## src/rtl/fetch_pkg.sv

```systemverilog
// fetch_pkg: entry layout shared by fetch, queue and decoder
package fetch_pkg;
  localparam int DEF_IW = 16;
  localparam int DEF_PCW = 16;
  localparam int DEF_IMMW = 6;
  typedef struct packed {
    logic [DEF_IW-1:0]   instr;
    logic                pred;
    logic [DEF_PCW-1:0]  pc;
    logic [DEF_IMMW-1:0] imm;
  } entry_t;
  localparam int ENTRY_W = $bits(entry_t);
endpackage

```

## src/rtl/fetch_decode_queue_lead_ones_count.sv

```systemverilog
// lead_ones_count: number of consecutive 1s starting at bit 0
module lead_ones_count #(
  parameter int W  = 2,
  parameter int CW = $clog2(W + 1)
) (
  input  logic [W-1:0]  v,
  output logic [CW-1:0] n
);
  logic run;
  // walk from lane 0; the first 0 stops the run
  always_comb begin
    n = '0;
    run = 1'b1;
    for (int i = 0; i < W; i++) begin
      run = run & v[i];
      n = n + CW'(run);
    end
  end
endmodule

```

## src/rtl/fetch_decode_queue.sv

```systemverilog
// fetch_decode_queue: W-lane circular instruction queue between fetch and decode
import fetch_pkg::*;
module fetch_decode_queue #(
  parameter int W     = 2,
  parameter int DEPTH = 8,
  parameter int IW    = DEF_IW,
  parameter int PCW   = DEF_PCW,
  parameter int IMMW  = DEF_IMMW,
  parameter int CW    = $clog2(DEPTH + 1)
) (
  input  logic            clk,
  input  logic            rst,
  input  logic            flush,
  input  logic [W-1:0]    in_valid,
  input  logic [W*IW-1:0] in_instr,
  input  logic [W-1:0]    in_pred,
  input  logic [W*PCW-1:0] in_pc,
  input  logic [W*IMMW-1:0] in_imm,
  output logic            in_ready,
  output logic [W-1:0]    out_valid,
  output logic [W*IW-1:0] out_instr,
  output logic [W-1:0]    out_pred,
  output logic [W*PCW-1:0] out_pc,
  output logic [W*IMMW-1:0] out_imm,
  input  logic [W-1:0]    out_take,
  output logic [CW-1:0]   count
);
  localparam int AW = $clog2(DEPTH);
  localparam int EW = IW + 1 + PCW + IMMW;
  localparam int PW = $clog2(W + 1);
  logic [AW-1:0] head, tail;
  logic [CW-1:0] cnt;
  logic [EW-1:0] mem [DEPTH];
  logic [EW-1:0] wr [W];
  logic [PW-1:0] p_raw, p, q;
  assign count = cnt;
  assign in_ready = cnt <= CW'(DEPTH - W);
  assign p = in_ready ? p_raw : '0;
  lead_ones_count #(.W(W)) u_push (.v(in_valid), .n(p_raw));
  lead_ones_count #(.W(W)) u_pop (.v(out_take & out_valid), .n(q));
  for (genvar g = 0; g < W; g++) begin : g_lane
    logic [EW-1:0] e;
    assign wr[g] = {in_instr[g*IW +: IW], in_pred[g], in_pc[g*PCW +: PCW], in_imm[g*IMMW +: IMMW]};
    assign e = mem[head + AW'(g)];
    assign out_valid[g] = cnt > CW'(g);
    assign {out_instr[g*IW +: IW], out_pred[g], out_pc[g*PCW +: PCW], out_imm[g*IMMW +: IMMW]} = e;
  end
  // pointer/occupancy update; the push is gated only by the registered count
  always_ff @(posedge clk) begin
    if (rst) begin
      head <= '0;
      tail <= '0;
      cnt <= '0;
      for (int i = 0; i < DEPTH; i++) mem[i] <= '0;
    end else if (flush) begin
      head <= '0;
      tail <= '0;
      cnt <= '0;
    end else begin
      for (int i = 0; i < W; i++) if (PW'(i) < p) mem[tail + AW'(i)] <= wr[i];
      tail <= tail + AW'(p);
      head <= head + AW'(q);
      cnt <= cnt + CW'(p) - CW'(q);
    end
  end
endmodule

```

## config.mk

```make
export PLATFORM = sky130hd
export DESIGN_NAME = fetch_decode_queue
export DESIGN_NICKNAME = d
export VERILOG_FILES = /design/src/rtl/fetch_pkg.sv /design/src/rtl/fetch_decode_queue_lead_ones_count.sv /design/src/rtl/fetch_decode_queue.sv
export SDC_FILE = /design/constraint.sdc
export NUM_CORES = 1
export LEC_CHECK = 0
export CAP_MARGIN = 10
export CORE_UTILIZATION = 35
export DETAILED_ROUTE_END_ITERATION = 8
export PLACE_DENSITY = 0.62
export SYNTH_ARGS = -nofsm -noshare
export SYNTH_HDL_FRONTEND = slang
export SYNTH_SLANG_ARGS = --single-unit
```

## constraint.sdc

```tcl
create_clock -name clk -period 4.94 [get_ports clk]
set_input_delay 1.482 -clock clk [delete_from_list [all_inputs] [get_ports clk]]
set_output_delay 1.482 -clock clk [all_outputs]
set_load 0.01 [all_outputs]
```

==> metrics, run 1 <==
pre-CTS WS=0.8039 ns; Slew Viols, Final=0; htree depth=2; total global routing track utilization=21.61%; I/O pin count=170; synth cell count leaders=a22o_1 (312), edfxtp_1 (312), mux4_2 (156), buf_1 (85), mux2_2 (78); Mean Syn Cell Area=15.79 um^2; number of setup buffers added after CTS=0; number of synthesized flops with an enable pin=312; Setup crit end=out_pc[13]; RSZ-0062 raised after global routing=no; setup slack, reg-to-reg=2.12 ns; number of global-route vias before repair=12,360; Critical Path Start Type=flip-flop; Final setup viols=0; Mapped Cells=1,159; ys flop type=edfxtp_1; DRC violation total after the first TritonRoute iteration=1,419; worst-path maximum fanout=64; DRC viols=0; post-route setup slack=~0.31 ns; WP data arrival=3.15 ns; maximum VDD drop=0.2280 mV; PwrDens=350.9 mW/mm^2; hold buffer count at cts=0; final wirelength=58.14 mm; Floorplan Core Area=around 0.052 mm^2; worst hold stages=2; FF-to-FF Start=count[3]$_SDFF_PP0_; top routing layer in use=met5; Max clock buf depth=3; CTS sink count=~320; row count=83; dpl cells=1,863; final cell count without fillers=1,924; Port-buffer cells=169; Slew headroom=31.55%; Inserted Clock Buffers=36; HPWL after DPL=between 30 and 40 mm; Die X=~230 um; post-route antenna net violation count=0; Netlist cell types=38; cts repair resizes=0; grt ovf=0; first-pass GRT wire length=83.94 mm; First-pass DRT Iterations=5; share of cells above drive strength 1=29.04%; syn nets=1,258; critical path startpoint=head[0]$_SDFF_PP0_; met2 wire len=27.31 mm; Fin Hold WS=0.6540 ns; Clock Skew=0.01359 ns; clk root buf=clkbuf_16; largest net degree at the start of global routing=between 90 and 100; total die area=0.05320 mm^2; leakage=7.241 nW; Cell Area, Synth=0.01830 mm^2; status=complete, no violations; clock transition at the registers of the reported paths=0.06 ns; FF+latch count, synth=between 300 and 400; fin nets=approximately 1,300; Crit. End Element=output port; fill count=4,663; Setup TNS=0 ns; synth warn=0; min Tclk post-route=4.627 ns; WL/cell=~30 um; Initial Util=between 30% and 40%; power after layout=between 7 and 8 mW; Hold Fails Final Rpt=0; FF-to-FF End=count[3]$_SDFF_PP0_; worst r2r path cells=13; Via density=6.320; largest area contributor in the netlist=edfxtp_1; Met1 Routed Length=between 20 and 25 mm; synth top area cells=edfxtp_1 (51%), mux4_2 (19%), a22o_1 (15%); initial antenna violation count=7; Synth async-reset ratio=0%; placer congestion estimate=0.7839; # Max-Cap Violations=0; post-synth top area share=around 51%; sequential cell area fraction in the yosys report=52.30%; hold path start=count[0]$_SDFF_PP0_; fin crit share=93.67%; Area Growth Syn to Fin=18.16%; worst-margin pin slew=between 1 and 1.5 ns; CTS tree=built; worst skew pair latency=0.52 ns; Worst Path Required=3.46 ns; Achievable Freq=between 0.2 and 0.25 GHz; met3 WL post-DR=5.524 mm; CP Class=reg2out; Hold Path Class=reg2reg; DIE HEIGHT=230.6 um; vias post-DR=between 10,000 and 15,000
registers in the layout (all words and copies together) (netlist names):
| name | cells |
|---|---|
| head | 3 |
| mem | 312 |
| count | 4 |
| tail | 3 |
worst max-delay path: stages (launching register included):
cell             delay [ns]
dfxtp_4                0.38
buf_4                  0.77
mux4_2                 0.61
mux2_2                 0.32
clkdlybuf4s50_1        0.50
metrics by stage:
| step | utilization, % | instance area [um^2] |
|---|---|---|
| final | 41.97 | 21620 |
| after floorplan | - | 18300 |
| after detailed placement | 39.96 | 20580 |
| after CTS | 41.97 | 21620 |
| after global routing | 41.97 | 21620 |
| after global placement | 39.96 | 20580 |
final cells by class:
class                   instances  area, um^2  share of cell area (%)
diodes                          1       2.502                 0.01157
clock buffers                  40       937.1                   4.334
clock inverters                20       100.1                  0.4630
inverters                      15       56.30                  0.2604
multi-input cells             635        7951                   36.78
flip-flops and latches        322        9578                   44.30
well taps                     680       850.8                   3.935
repair buffers                211        2145                   9.919
worst min-delay path by stage:
stage,to,slack [ns]
final,count[0]$_SDFF_PP0_,0.65
after global routing,count[0]$_SDFF_PP0_,0.71
after CTS,count[0]$_SDFF_PP0_,0.66
after detailed placement,count[0]$_SDFF_PP0_,0.64
after global placement,count[0]$_SDFF_PP0_,0.64
after floorplan,tail[0]$_SDFF_PP0_,0.58
power breakdown:
part | internal, mW | total [mW] | switching, mW
Clock | 1.36 | 2.44 | 1.08
Combinational | 1.03 | 1.93 | 0.899
Sequential | 3.14 | 3.22 | 0.0765
metal layers:
layer	GRT usage [%]	vias up
li1	-	4990
met1	29.40	6328
met2	34.60	706
met3	4.163	123
met4	7.326	12
met5	0	-
kinds of logic after synthesis:
kind of cell / after synthesis / share of synthesized area (%)
DFF: 322 / 52.30
AOI/OAI and AO/OA: 315 / 15.06
muxes: 234 / 24.00
buffers and inverters: 202 / 4.917
and+or+nand+nor: 65 / 2.229
adders and majority gates: 14 / 1.121
xor gates and xnor gates: 7 / 0.3761
placed cells by master, fill, tap and decap left out, types with 2 or more instances in the layout:
cell,Yosys,final
a22o_1,312,312
edfxtp_1,312,312
clkdlybuf4s50_1,0,169
mux4_2,156,156
mux2_2,78,78
clkbuf_16,0,37
buf_4,3,31
inv_1,15,15
clkinv_1,0,12
buf_12,0,11
nor3_2,3,9
nor2_1,13,9
ha_1,10,9
or3_2,0,8
dfxtp_1,10,7
nor2_4,0,6
clkinv_2,0,6
nand2_1,5,5
nand3_1,5,5
and2_1,4,4
fa_1,4,4
nor3_4,2,3
xor2_1,4,3
clkbuf_1,40,3
nand4_1,2,2
nand4b_1,2,2
and3_1,2,2
xnor2_1,2,2
nand3b_1,2,2
or3_4,2,2
dfxtp_4,0,2
Note: power is estimated with default switching activity, not from simulation.
==> run 2, diff against run 1 <==
MAX_ROUTING_LAYER = met4   (was default)
==> metrics, run 2 (synthesis results as in run 1) <==
status=complete, no violations (unchanged); row count=83 (unchanged); Floorplan Core Area=0.05151 mm^2 (unchanged); DIE HEIGHT=230.6 um (unchanged); Clock Skew=0.01571 ns (was 0.01359 ns); hold path start=count[0]$_SDFF_PP0_ (unchanged); clk root buf=clkbuf_16 (unchanged); FF-to-FF End=count[3]$_SDFF_PP0_ (unchanged); Die X=230.6 um (unchanged); worst r2r path cells=13 (unchanged); fin nets=1,320 (unchanged); Initial Util=35.52% (unchanged); WL/cell=30.01 um (was 30.22 um); FF-to-FF Start=count[3]$_SDFF_PP0_ (unchanged); number of global-route vias before repair=12,380 (was 12,360); I/O pin count=170 (unchanged); Achievable Freq=0.2156 GHz (was 0.2161 GHz); total global routing track utilization=22.26% (was 21.61%); initial antenna violation count=8 (was 7); worst skew pair latency=0.53 ns (was 0.52 ns); CTS sink count=322 (unchanged); PwrDens=350.7 mW/mm^2 (was 350.9 mW/mm^2); fin crit share=93.89% (was 93.67%); worst-path maximum fanout=64 (unchanged); First-pass DRT Iterations=5 (unchanged); worst-margin pin slew=1.042 ns (was 1.027 ns); post-route antenna net violation count=0 (unchanged); share of cells above drive strength 1=29.04% (unchanged); CTS tree=built (unchanged); cts repair resizes=0 (unchanged); Hold Path Class=reg2reg (unchanged); total die area=0.05320 mm^2 (unchanged); HPWL after DPL=31.91 mm (unchanged); RSZ-0062 raised after global routing=no (unchanged); hold endpoint=count[0]$_SDFF_PP0_ (unchanged); Port-buffer cells=169 (unchanged); Slew headroom=30.50% (was 31.55%); largest net degree at the start of global routing=94 (unchanged); Largest register FFs=312 (unchanged); commonest cells after routing, fill and taps aside=a22o_1 (312), edfxtp_1 (312), clkdlybuf4s50_1 (169) (unchanged); fin util=42.01% (was 41.97%); WP data arrival=3.16 ns (was 3.15 ns); CP Class=reg2out (unchanged); placer congestion estimate=0.7966 (was 0.7839); Final setup viols=0 (unchanged); Inserted Clock Buffers=36 (unchanged); leakage=7.241 nW (about the same); number of setup buffers added after CTS=0 (unchanged); Area Growth Syn to Fin=18.26% (was 18.16%); pre-CTS WS=0.8039 ns (unchanged); maximum VDD drop=0.2286 mV (was 0.2280 mV); grt ovf=0 (unchanged); Setup TNS=0 ns (unchanged); final wirelength=57.95 mm (was 58.14 mm); Worst Path Required=3.46 ns (about the same); clock transition at the registers of the reported paths=0.06 ns (about the same); setup slack, reg-to-reg=2.11 ns (was 2.12 ns); Hold Fails Final Rpt=0 (unchanged); dpl cells=1,863 (unchanged); worst hold stages=2 (unchanged); hold buffer count at cts=0 (unchanged); htree depth=2 (unchanged); min Tclk post-route=4.638 ns (was 4.627 ns); DRC violation total after the first TritonRoute iteration=1,202 (was 1,419); first-pass GRT wire length=83.91 mm (was 83.94 mm); Critical Path Start Type=flip-flop (unchanged); Max clock buf depth=3 (unchanged); Via density=6.355 (was 6.320); Fin Hold WS=0.6526 ns (was 0.6540 ns); # Max-Cap Violations=0 (unchanged); post-route setup slack=0.3021 ns (was 0.3127 ns); register with the most flip-flops=mem (unchanged); final cell count without fillers=1,931 (was 1,924); vias post-DR=12,270 (was 12,160); Slew Viols, Final=0 (unchanged); DRC viols=0 (unchanged); Crit. End Element=output port (unchanged)
[run 2: changes by cell type in the layout (fill, tap and decap cells not counted)]
| cell | before | now |
|---|---|---|
| diode_2 | 1 | 8 |
[run 2: final cells by class]
| class | count | area [um^2] |
|---|---|---|
| repair buffers | 211 | 2145 |
| well taps | 680 | 850.8 |
| diodes | 8 | 20.02 |
| flip-flops and latches | 322 | 9578 |
| multi-input cells | 635 | 7951 |
| clock inverters | 20 | 100.1 |
| clock buffers | 40 | 937.1 |
| inverters | 15 | 56.30 |
| fillers | 4662 | 29870 |
[run 2: worst max-delay path by stage]
stage | from | to | cells after the start
2_1_floorplan | flush | mem[4][0]$_DFFE_PP_ | 6
3_3_place_gp | rst | mem[5][32]$_DFFE_PP_ | 6
3_5_place_dp | in_valid[0] | count[3]$_SDFF_PP0_ | 11
4_1_cts | head[0]$_SDFF_PP0_ | out_pc[13] | 4
5_1_grt | head[0]$_SDFF_PP0_ | out_pc[15] | 4
6_report | head[0]$_SDFF_PP0_ | out_pc[13] | 4
[run 2: where the power goes]
part | internal (mW) | switching, mW | total, mW | leakage, nW
clock network | 1.36 | 1.08 | 2.44 | 0.513
logic | 1.03 | 0.898 | 1.93 | 3.42
registers | 3.14 | 0.0765 | 3.22 | 3.31
total | 5.53 | 2.06 | 7.59 | 7.24
[run 2: routing by layer]
| metal | wire length [um] | GRT usage (%) | up-vias |
|---|---|---|---|
| met5 | 0 | - | - |
| met2 | 27240 | 34.54 | 717 |
| met1 | 23610 | 29.37 | 6419 |
| li1 | - | - | 5007 |
| met3 | 5436 | 4.237 | 128 |
| met4 | 1662 | 7.347 | 0 |
[run 2: worst max-delay path, stage by stage (launching register included)]
cell and delay (ns):
dfxtp_4 0.38, buf_4 0.78, mux4_2 0.61, mux2_2 0.32, clkdlybuf4s50_1 0.50
[run 2: through the flow]
| step | power, mW | cell area, um^2 |
|---|---|---|
| 2_1_floorplan | 4.451 | 18300 |
| 3_3_place_gp | 5.194 | 20580 |
| 3_5_place_dp | 5.214 | 20580 |
| 4_1_cts | 7.632 | 21620 |
| 5_1_grt | 7.857 | 21640 |
| 6_report | 7.588 | 21640 |
